===== src/rtl/axi_gran_pkg.sv =====
// Shared types for the granular burst splitter: B channel layout, resp flags
// and the priority merge used when many downstream responses fold into one.
package axi_gran_pkg;

  localparam int ID_W   = 4;
  localparam int USER_W = 1;

  typedef logic [8:0] num_splits_t;

  typedef enum logic [1:0] {
    RESP_OKAY   = 2'b00,
    RESP_EXOKAY = 2'b01,
    RESP_SLVERR = 2'b10,
    RESP_DECERR = 2'b11
  } resp_e;

  typedef struct packed {
    logic [ID_W-1:0]   id;
    logic [1:0]        resp;
    logic [USER_W-1:0] user;
  } b_chan_t;

  typedef struct packed {
    logic seen_okay;
    logic seen_exokay;
    logic seen_slverr;
    logic seen_decerr;
  } resp_flags_t;

  function automatic resp_flags_t resp_to_flags(input logic [1:0] resp);
    resp_flags_t f;
    f = '0;
    case (resp)
      RESP_OKAY:   f.seen_okay   = 1'b1;
      RESP_EXOKAY: f.seen_exokay = 1'b1;
      RESP_SLVERR: f.seen_slverr = 1'b1;
      default:     f.seen_decerr = 1'b1;
    endcase
    return f;
  endfunction

  // Worst response wins; EXOKAY survives only if every beat was EXOKAY.
  function automatic logic [1:0] merge_resp(input resp_flags_t f);
    if (f.seen_decerr)      return RESP_DECERR;
    else if (f.seen_slverr) return RESP_SLVERR;
    else if (f.seen_okay)   return RESP_OKAY;
    else                    return RESP_EXOKAY;
  endfunction

endpackage


===== src/rtl/axi_gran_b_joiner_table.sv =====
// Transaction table for the B joiner: entries, age matrix, per-ID head
// lookup, lowest-free allocation and per-beat update/free.
module axi_gran_b_joiner_table
  import axi_gran_pkg::*;
#(
  parameter int IdWidth = 4,
  parameter int MaxTxns = 4
) (
  input  logic               clk_i,
  input  logic               rst_i,
  input  logic [IdWidth-1:0] alloc_id_i,
  input  num_splits_t        alloc_splits_i,
  input  logic               alloc_valid_i,
  output logic               alloc_ready_o,
  input  logic [IdWidth-1:0] lookup_id_i,
  output logic               head_found_o,
  output logic               head_last_o,
  output resp_flags_t        head_flags_o,
  input  logic               upd_i,
  input  logic [1:0]         upd_resp_i,
  input  logic [USER_W-1:0]  upd_user_i,
  output logic               any_valid_o
);

  localparam int IdxW = (MaxTxns > 1) ? $clog2(MaxTxns) : 1;

  logic [MaxTxns-1:0] r_valid;
  logic [MaxTxns-1:0] r_older [MaxTxns];  // r_older[i][j]: entry j is older than i
  logic [IdWidth-1:0] r_id    [MaxTxns];
  num_splits_t        r_remaining [MaxTxns];
  resp_flags_t        r_flags [MaxTxns];
  logic [USER_W-1:0]  r_user  [MaxTxns];

  logic [MaxTxns-1:0] w_match;
  logic [MaxTxns-1:0] w_head;
  logic [IdxW-1:0]    w_head_idx;
  logic [IdxW-1:0]    w_free_idx;
  logic               w_alloc;

  // NOTE: every variable gets a default before the loops so no latch is inferred.
  always_comb begin
    w_match    = '0;
    w_head     = '0;
    w_head_idx = '0;
    w_free_idx = '0;
    for (int i = 0; i < MaxTxns; i++) begin
      w_match[i] = r_valid[i] && (r_id[i] == lookup_id_i);
    end
    for (int i = 0; i < MaxTxns; i++) begin
      w_head[i] = w_match[i] && ((r_older[i] & w_match) == '0);
      if (w_head[i]) w_head_idx = IdxW'(i);
    end
    for (int i = MaxTxns - 1; i >= 0; i--) begin
      if (!r_valid[i]) w_free_idx = IdxW'(i);
    end
  end

  assign alloc_ready_o = ~&r_valid;
  assign any_valid_o   = |r_valid;
  assign w_alloc       = alloc_valid_i && alloc_ready_o;
  assign head_found_o  = |w_head;
  assign head_last_o   = (r_remaining[w_head_idx] == num_splits_t'(1));
  assign head_flags_o  = r_flags[w_head_idx];

  // NOTE: only valid bits and the age matrix are reset; payload is don't-care while invalid.
  always_ff @(posedge clk_i) begin
    if (rst_i) begin
      r_valid <= '0;
      for (int i = 0; i < MaxTxns; i++) r_older[i] <= '0;
    end else begin
      if (upd_i) begin
        if (head_last_o) begin
          r_valid[w_head_idx] <= 1'b0;
        end else begin
          r_remaining[w_head_idx] <= r_remaining[w_head_idx] - num_splits_t'(1);
          r_flags[w_head_idx]     <= r_flags[w_head_idx] | resp_to_flags(upd_resp_i);
          r_user[w_head_idx]      <= upd_user_i;
        end
      end
      if (w_alloc) begin
        r_valid[w_free_idx]     <= 1'b1;
        r_id[w_free_idx]        <= alloc_id_i;
        r_remaining[w_free_idx] <= (alloc_splits_i == '0) ? num_splits_t'(1) : alloc_splits_i;
        r_flags[w_free_idx]     <= '0;
        r_user[w_free_idx]      <= '0;
        // New entry is younger than all live ones; nobody may see its slot as older.
        r_older[w_free_idx]     <= r_valid;
        for (int i = 0; i < MaxTxns; i++) r_older[i][w_free_idx] <= 1'b0;
      end
    end
  end

endmodule


===== src/rtl/axi_gran_burst_b_joiner.sv =====
// Collects the N downstream B beats of each split write burst and emits one
// merged upstream B from a registered output stage.
module axi_gran_burst_b_joiner
  import axi_gran_pkg::*;
#(
  parameter int  IdWidth  = ID_W,
  parameter int  MaxTxns  = 4,
  parameter type b_chan_t = axi_gran_pkg::b_chan_t,
  parameter type id_t     = logic [IdWidth-1:0]
) (
  input  logic        clk_i,
  input  logic        rst_i,
  input  id_t         alloc_id_i,
  input  num_splits_t alloc_splits_i,
  input  logic        alloc_valid_i,
  output logic        alloc_ready_o,
  input  b_chan_t     b_i,
  input  logic        b_valid_i,
  output logic        b_ready_o,
  output b_chan_t     b_o,
  output logic        b_valid_o,
  input  logic        b_ready_i,
  output logic        unexp_o,
  output logic        busy_o
);

  logic        w_found;
  logic        w_last;
  resp_flags_t w_flags;
  logic        w_any_valid;
  logic        w_upd;
  logic        w_load;

  b_chan_t     r_b;
  logic        r_b_valid;
  logic        r_unexp;

  axi_gran_b_joiner_table #(
    .IdWidth (IdWidth),
    .MaxTxns (MaxTxns)
  ) u_table (
    .clk_i          (clk_i),
    .rst_i          (rst_i),
    .alloc_id_i     (alloc_id_i),
    .alloc_splits_i (alloc_splits_i),
    .alloc_valid_i  (alloc_valid_i),
    .alloc_ready_o  (alloc_ready_o),
    .lookup_id_i    (b_i.id),
    .head_found_o   (w_found),
    .head_last_o    (w_last),
    .head_flags_o   (w_flags),
    .upd_i          (w_upd),
    .upd_resp_i     (b_i.resp),
    .upd_user_i     (b_i.user),
    .any_valid_o    (w_any_valid)
  );

  // Only a final beat needs room in the output register.
  assign b_ready_o = !w_found || !w_last || !r_b_valid || b_ready_i;
  assign w_upd     = b_valid_i && b_ready_o && w_found;
  assign w_load    = w_upd && w_last;

  // NOTE: sequential state uses non-blocking assignments only.
  always_ff @(posedge clk_i) begin
    if (rst_i) begin
      r_b       <= '0;
      r_b_valid <= 1'b0;
      r_unexp   <= 1'b0;
    end else begin
      r_unexp <= b_valid_i && !w_found;
      if (w_load) begin
        r_b.id    <= b_i.id;
        r_b.resp  <= merge_resp(w_flags | resp_to_flags(b_i.resp));
        r_b.user  <= b_i.user;
        r_b_valid <= 1'b1;
      end else if (b_ready_i) begin
        r_b_valid <= 1'b0;
      end
    end
  end

  assign b_o       = r_b;
  assign b_valid_o = r_b_valid;
  assign unexp_o   = r_unexp;
  assign busy_o    = w_any_valid || r_b_valid;

endmodule

===== config.mk =====
export PLATFORM = sky130hd
export DESIGN_NAME = axi_gran_burst_b_joiner
export DESIGN_NICKNAME = d
export VERILOG_FILES = /design/src/rtl/axi_gran_pkg.sv /design/src/rtl/axi_gran_b_joiner_table.sv /design/src/rtl/axi_gran_burst_b_joiner.sv
export SDC_FILE = /design/constraint.sdc
export NUM_CORES = 1
export LEC_CHECK = 0
export CORE_ASPECT_RATIO = 0.8
export CORE_MARGIN = 8
export CORE_UTILIZATION = 45
export CTS_CLUSTER_DIAMETER = 30
export DETAILED_ROUTE_END_ITERATION = 12
export SLEW_MARGIN = 20
export SYNTH_ARGS = -nofsm -noshare
export SYNTH_HDL_FRONTEND = slang
export SYNTH_SLANG_ARGS = --single-unit

===== constraint.sdc =====
create_clock -name clk_i -period 5.5 [get_ports clk_i]
set_clock_uncertainty 0.05 [all_clocks]
set_input_delay 1.1 -clock clk_i [delete_from_list [all_inputs] [get_ports clk_i]]
set_output_delay 1.1 -clock clk_i [all_outputs]
set_load 0.02 [all_outputs]

# Word-level counts from Yosys, hierarchy flattened
# Memory sizes are Yosys's and may differ from the RTL's.
# Index checks and enable logic that the tools add are counted.
# Widths: inputs -> output; s select.
[totals]
regBits = 13
ramBits = 84
out_inout_bits = 12
mem_count = 4
[memory_table]
columns = ["memory", "depth", "word_bits", "read_ports", "rd_clocked_by_memory_dff", "wr", "line", "text"]
rows = [
  ["u_table.r_remaining", 4, 9, 1, 0, 2, "axi_gran_b_joiner_table.sv:30", "num_splits_t r_remaining [MaxTxns];"],
  ["u_table.r_flags", 4, 4, 1, 0, 2, "axi_gran_b_joiner_table.sv:31", "resp_flags_t r_flags [MaxTxns];"],
  ["u_table.r_id", 4, 4, 4, 0, 1, "axi_gran_b_joiner_table.sv:29", "logic [IdWidth-1:0] r_id [MaxTxns];"],
  ["u_table.r_older", 4, 4, 4, 0, 5, "axi_gran_b_joiner_table.sv:28", "logic [MaxTxns-1:0] r_older [MaxTxns];"],
]
[op_classes]
addsub = 1
order_cmp = 4
n_eq_ne = 11
muxes = 71
n_bitwise = 73
n_reduce_logical = 34
[op_table]
columns = ["op", "n"]
rows = [
  ["$mux 1", 55],
  ["$and 1x1->1", 32],
  ["$and 4x4->4", 5],
  ["$mux 4", 5],
  ["$eq 4x4->1", 4],
  ["$logic_not 4->1", 4],
  ["$mux 2", 8],
  ["$not 1->1", 16],
  ["$or 1x1->1", 16],
  ["$logic_and 1x1->1", 15],
  ["$or 4x4->4", 3],
  ["$eq 2x2->1 const B", 5],
  ["$eq 9x1->1 const B", 1],
  ["$logic_not 9->1", 1],
  ["$mux 9", 1],
  ["$sub 9x1->9 const B", 1],
  ["$reduce_or 4->1", 2],
  ["$lt 2x3->1 const B", 2],
  ["$demux 1 s2", 2],
  ["$ge 2x1->1 const B", 2],
  ["$logic_not 1->1", 4],
  ["$logic_or 1x1->1", 4],
  ["$not 4->4", 1],
  ["$reduce_and 4->1", 1],
  ["4 further kinds", 4],
]

# Depth between registers and ports, before layout
# An unclocked memory read counts as a cell.
[logic_depth]
ltp_word = 24
ltp_mapped = 16
ltp_nobuf = 12

# Modules after synthesis
# A second synthesis with hierarchy kept.
[unflattened]
hier_cells = 534
hier_area_um2 = 5263.8
[modules_own_cells]
columns = ["module", "n_inst", "cells_per_inst", "area_each_um2", "seq_area_each_um2"]
rows = [
  ["axi_gran_b_joiner_table", 1, 490, 4868.4, 2442.3],
  ["axi_gran_burst_b_joiner", 1, 44, 395.4, 180.2],
]

# Least setup slack after synthesis
# No wires, ideal clock.
[synth_timing]
path_kind = "in2out"
from = "in b_i[4] (netlist bit)"
to = "out b_ready_o"
arrival_ns = 4.075
t_required_ns = 4.350
path_slack_ns = 0.275
stages = 13
cell_sequence = "buf_2 -> xnor2_1 -> and2_1 -> clkbuf_1 -> a311o_1 -> a211oi_2 -> nor3_2 -> a221oi_2 -> ha_1 -> inv_1 -> nor3_2 -> nand2_1 -> or3_1"
[synth_via]
elab_chain_len = 14
[synth_rtl]
columns = ["item", "line", "text"]
rows = [
  ["from (decl)", "axi_gran_burst_b_joiner.sv:17", "input b_chan_t b_i,"],
  ["$eq 4x4->1", "axi_gran_b_joiner_table.sv:47", "w_match[i] = r_valid[i] && (r_id[i] == lookup_id_i);"],
  ["$logic_and 1x1->1", "axi_gran_b_joiner_table.sv:47", ""],
  ["$and 4x4->4", "axi_gran_b_joiner_table.sv:50", "w_head[i] = w_match[i] && ((r_older[i] & w_match) == '0);"],
  ["$logic_not 4->1", "axi_gran_b_joiner_table.sv:50", ""],
  ["$logic_and 1x1->1", "axi_gran_b_joiner_table.sv:50", ""],
  ["$mux 1", "axi_gran_b_joiner_table.sv:51", "if (w_head[i]) w_head_idx = IdxW'(i);"],
  ["$mux 2 (2 in a row)", "axi_gran_b_joiner_table.sv:51", ""],
  ["$mem_v2 4x9", "-", ""],
  ["$eq 9x1->1", "axi_gran_b_joiner_table.sv:62", "assign head_last_o = (r_remaining[w_head_idx] == num_splits_t'(1));"],
  ["$logic_not 1->1", "axi_gran_burst_b_joiner.sv:59", "assign b_ready_o = !w_found || !w_last || !r_b_valid || b_ready_i;"],
  ["$logic_or 1x1->1 (*) (3 in a row)", "axi_gran_burst_b_joiner.sv:59", ""],
  ["to (decl)", "axi_gran_burst_b_joiner.sv:19", "output logic b_ready_o,"],
]
# Mark *: on every way between the ends. The rest lies on a longest branch, timed or not.

# Final worst setup path
[layout_timing]
from = "in b_i[3] (netlist bit)"
to = "out b_ready_o"
# The elaborated chain is that of the path after synthesis.

==> impl_metrics.csv <==
group,metric,value,unit
critical_path,critical_path_class,"primary input to output port",
floorplan,pin_count,37,
critical_path,timing.rr.end,"u_table.r_remaining[1][0]",
critical_path,reg2reg_depth,16,
placed_design,io_buffers,36,
logic_synthesis,synth-compound-area-share,0.1570,
logic_synthesis,synth_top_area_frac,0.4243,
timing,fin_hold_ws,0.4167,ns
logic_synthesis,yosys.area_share.simple,0.1820,
layout,areaGrowthSynthToFinish,24.65,%
global_routing,use_met1,0.2795,
routing,remaining_drc_errors,0,
placed_design,dp.final_hpwl,10040,µm
power_and_ir_drop,p_leak,2.347,nW
logic_synthesis,synth_top_cell_by_area,"edfxtp_1",
layout,final_util,0.5811,
power_and_ir_drop,powerDensity,263.1,mW/mm²
timing,max_freq,0.1874,GHz
routing,via_per_inst,5.734,
critical_path,cp_max_fo,5,
logic_synthesis,ys_seq_area_frac,0.5283,
placed_design,gp_congestion,0.8860,
logic_synthesis,synth-edff-count,68,
floorplan,die_area,0.01428,mm²
critical_path,critPathLaunch,"b_i[3]",
global_routing,grt_max_degree,21,
clock_tree,clockBufferDepth,2,
timing,max-slew-margin-rel,0.4850,
global_routing,overflow,0,
layout,final_cell_mix,"edfxtp_1, nand2_1, buf_4",
layout,n_fill_cell,910,
critical_path,reg2reg_from,"u_table.r_id[2][1]",
timing,setup_violations,0,
layout,diodes,0,
layout,layout-drive-gt1-share,0.1949,
clock_tree,cts_tree,"done",
floorplan,num_rows,33,
power_and_ir_drop,ir_drop,0.1828,mV
critical_path,start_kind,"primary input",
global_routing,use_met2,0.3003,
min_path,holdPathStages,2,
clock_tree,clkTransAtPathRegs,0.06,ns
logic_synthesis,yosysWarningCount,0,
logic_synthesis,yosys.area_share.adder,0.005200,
global_routing,busiest_layer,"met2",
clock_tree,clock_latency,0.35,ns
logic_synthesis,synth_cell_type_count,65,
routing,drt_iter0_drc,441,
layout,nets,571,
min_path,hold_end,"u_table.r_flags[3][0]",
min_path,worstHoldStart,"u_table.r_flags[3][0]",
logic_synthesis,synth_cells,467,
timing,maxSlewViolCount,0,
logic_synthesis,synth_top_family_by_area,"simple AND/OR/NAND/NOR gates",
logic_synthesis,netlist_area,0.004812,mm²
global_routing,grt_pass1_vias,3885,
timing,fin_crit_sh,0.9700,
floorplan,start_util,0.4662,
logic_synthesis,synth.avg_cell_area,10.30,µm²
routing,wl,13780,µm
routing,vias,3951,
global_routing,antenna_found_initial,0,
global_routing,grt_pass1_wl,21790,µm
critical_path,setup.worst_path.end_class,"output port",
logic_synthesis,synth_xor_area_frac,0.03458,
clock_tree,cts_root_buf,"clkbuf_16",
routing,routedWlPerCell,20.00,µm
clock_tree,cts.sinks,93,
critical_path,arrival,4.18,ns
logic_synthesis,synth-seq-cells,93,
logic_synthesis,synthFlopType,"edfxtp_1",
floorplan,coreArea,0.01032,mm²
layout,mostFrequentLayoutCell,"edfxtp_1",
critical_path,r2r_slack,1.64,ns
routing,first_pass_iters,5,
clock_tree,cts-htree-levels,3,
min_path,worstHoldPathType,"flop to flop",
clock_tree,cts_buffers,9,
timing,worstMarginPinSlew,0.7717,ns
critical_path,worstPathRequired,4.35,ns
floorplan,dieWidth,131.6,µm
logic_synthesis,synthTopCellsByArea,"edfxtp_1, dfxtp_1, nand2_1, mux2_2, nor2_1",
global_routing,grt.total_usage,0.1969,
timing,hold_violations,0,
outcome,status,"completed",
logic_synthesis,muxShareOfSynthArea,0.04472,
global_routing,met3_usage,0.03939,
timing,period_needed,5.335,ns
routing,ant_nets,0,
run,maxCapViolations,0,
logic_synthesis,async_flop_share,0,
floorplan,die_y,108.5,µm
clock_tree,hold_buffers,0,
-- critical path: stages --
cell,delay (ns)
dlygate4sd2_1,0.30
buf_4,0.18
xor2_1,0.17
nor3_2,0.28
and3_4,0.24
a211oi_2,0.05
buf_4,0.14
buf_4,0.15
a31oi_1,0.17
o221ai_1,0.15
inv_1,0.11
ha_2,0.20
inv_1,0.06
nor3_2,0.20
nand2_1,0.11
or3_1,0.40
buf_2,0.18
-- cell families (layout without fill, tap and decap cells) --
| family | Yosys count | after routing |
|---|---|---|
| DFF | 93 | 93 |
| buffers and inverters | 55 | 134 |
| muxes | 20 | 20 |
| other | 1 | 4 |
| adders and majority gates | 2 | 2 |
| AOI/OAI and AO/OA | 101 | 101 |
| xor gates and xnor gates | 19 | 19 |
| and+or+nand+nor | 176 | 176 |
-- cells in the mapped netlist, types with 4 or more instances --
master	number
and2_1	7
nand3_1	8
mux2_2	12
dfxtp_1	25
clkbuf_1	17
o2111ai_1	6
xor2_1	9
a211o_1	7
and3_1	6
mux2i_1	8
xnor2_1	10
nor2_1	30
o31ai_1	10
nand4_1	9
inv_1	25
a311oi_1	4
nor2b_1	6
a21oi_1	16
buf_2	8
nor3_1	15
nor4_1	4
o21ai_0	21
or3_1	8
nand2_1	66
edfxtp_1	68
-- metrics by stage --
stage	setup slack [ns]	power, mW	cell area [µm²]	setup TNS, ns	instances
2_1_floorplan	0.2751	0.9048	4823	0	470
3_3_place_gp	-0.4653	0.9732	5619	-0.4653	669
3_5_place_dp	-0.5052	0.9768	5619	-0.5052	669
4_1_cts	0.01457	1.585	5968	0	687
5_1_grt	-0.0009286	1.632	5998	-0.0009286	689
6_report	0.1651	1.578	5998	0	689
-- state kept, by name, summed over array words and instances (netlist names) --
register,cells
b_o,7
b_valid_o,1
u_table.r_flags,12
u_table.r_id,16
u_table.r_older,16
u_table.r_remaining,36
u_table.r_valid,4
unexp_o,1
-- routing by layer --
metal,share of wire,vias to the layer above
met2,0.45,129
met4,0.010,0
met5,0,-
met1,0.48,1931
li1,-,1875
met3,0.064,16
-- layout make-up --
cell class	count	area (µm²)	area share
Multi-Input combinational cell	322	2120	0.3534
Sequential cell	93	2542	0.4239
Clock inverter	1	3.754	0.0006258
Timing Repair Buffer	92	770.7	0.1285
Inverter	26	97.59	0.01627
Clock buffer	15	289.0	0.04819
Tap cell	140	175.2	0.02920
-- worst max path at each step --
stage,depth (start not counted),endpoint
floorplan,13,b_ready_o
global placement,13,b_ready_o
detailed placement,15,b_ready_o
CTS,17,b_ready_o
global route,17,b_ready_o
finish,17,b_ready_o
-- report_power, final --
group	internal, mW	switching (mW)
Combinational	0.0754	0.0933
Clock	0.358	0.252
Sequential	0.785	0.0141
-- what timing repair did --
action	in CTS	in global routing
buffers inserted	2	2
pin swaps	2	3
gates resized for setup	17	5
endpoints found under the setup margin	1	1
(Power assumes the default switching activity.)
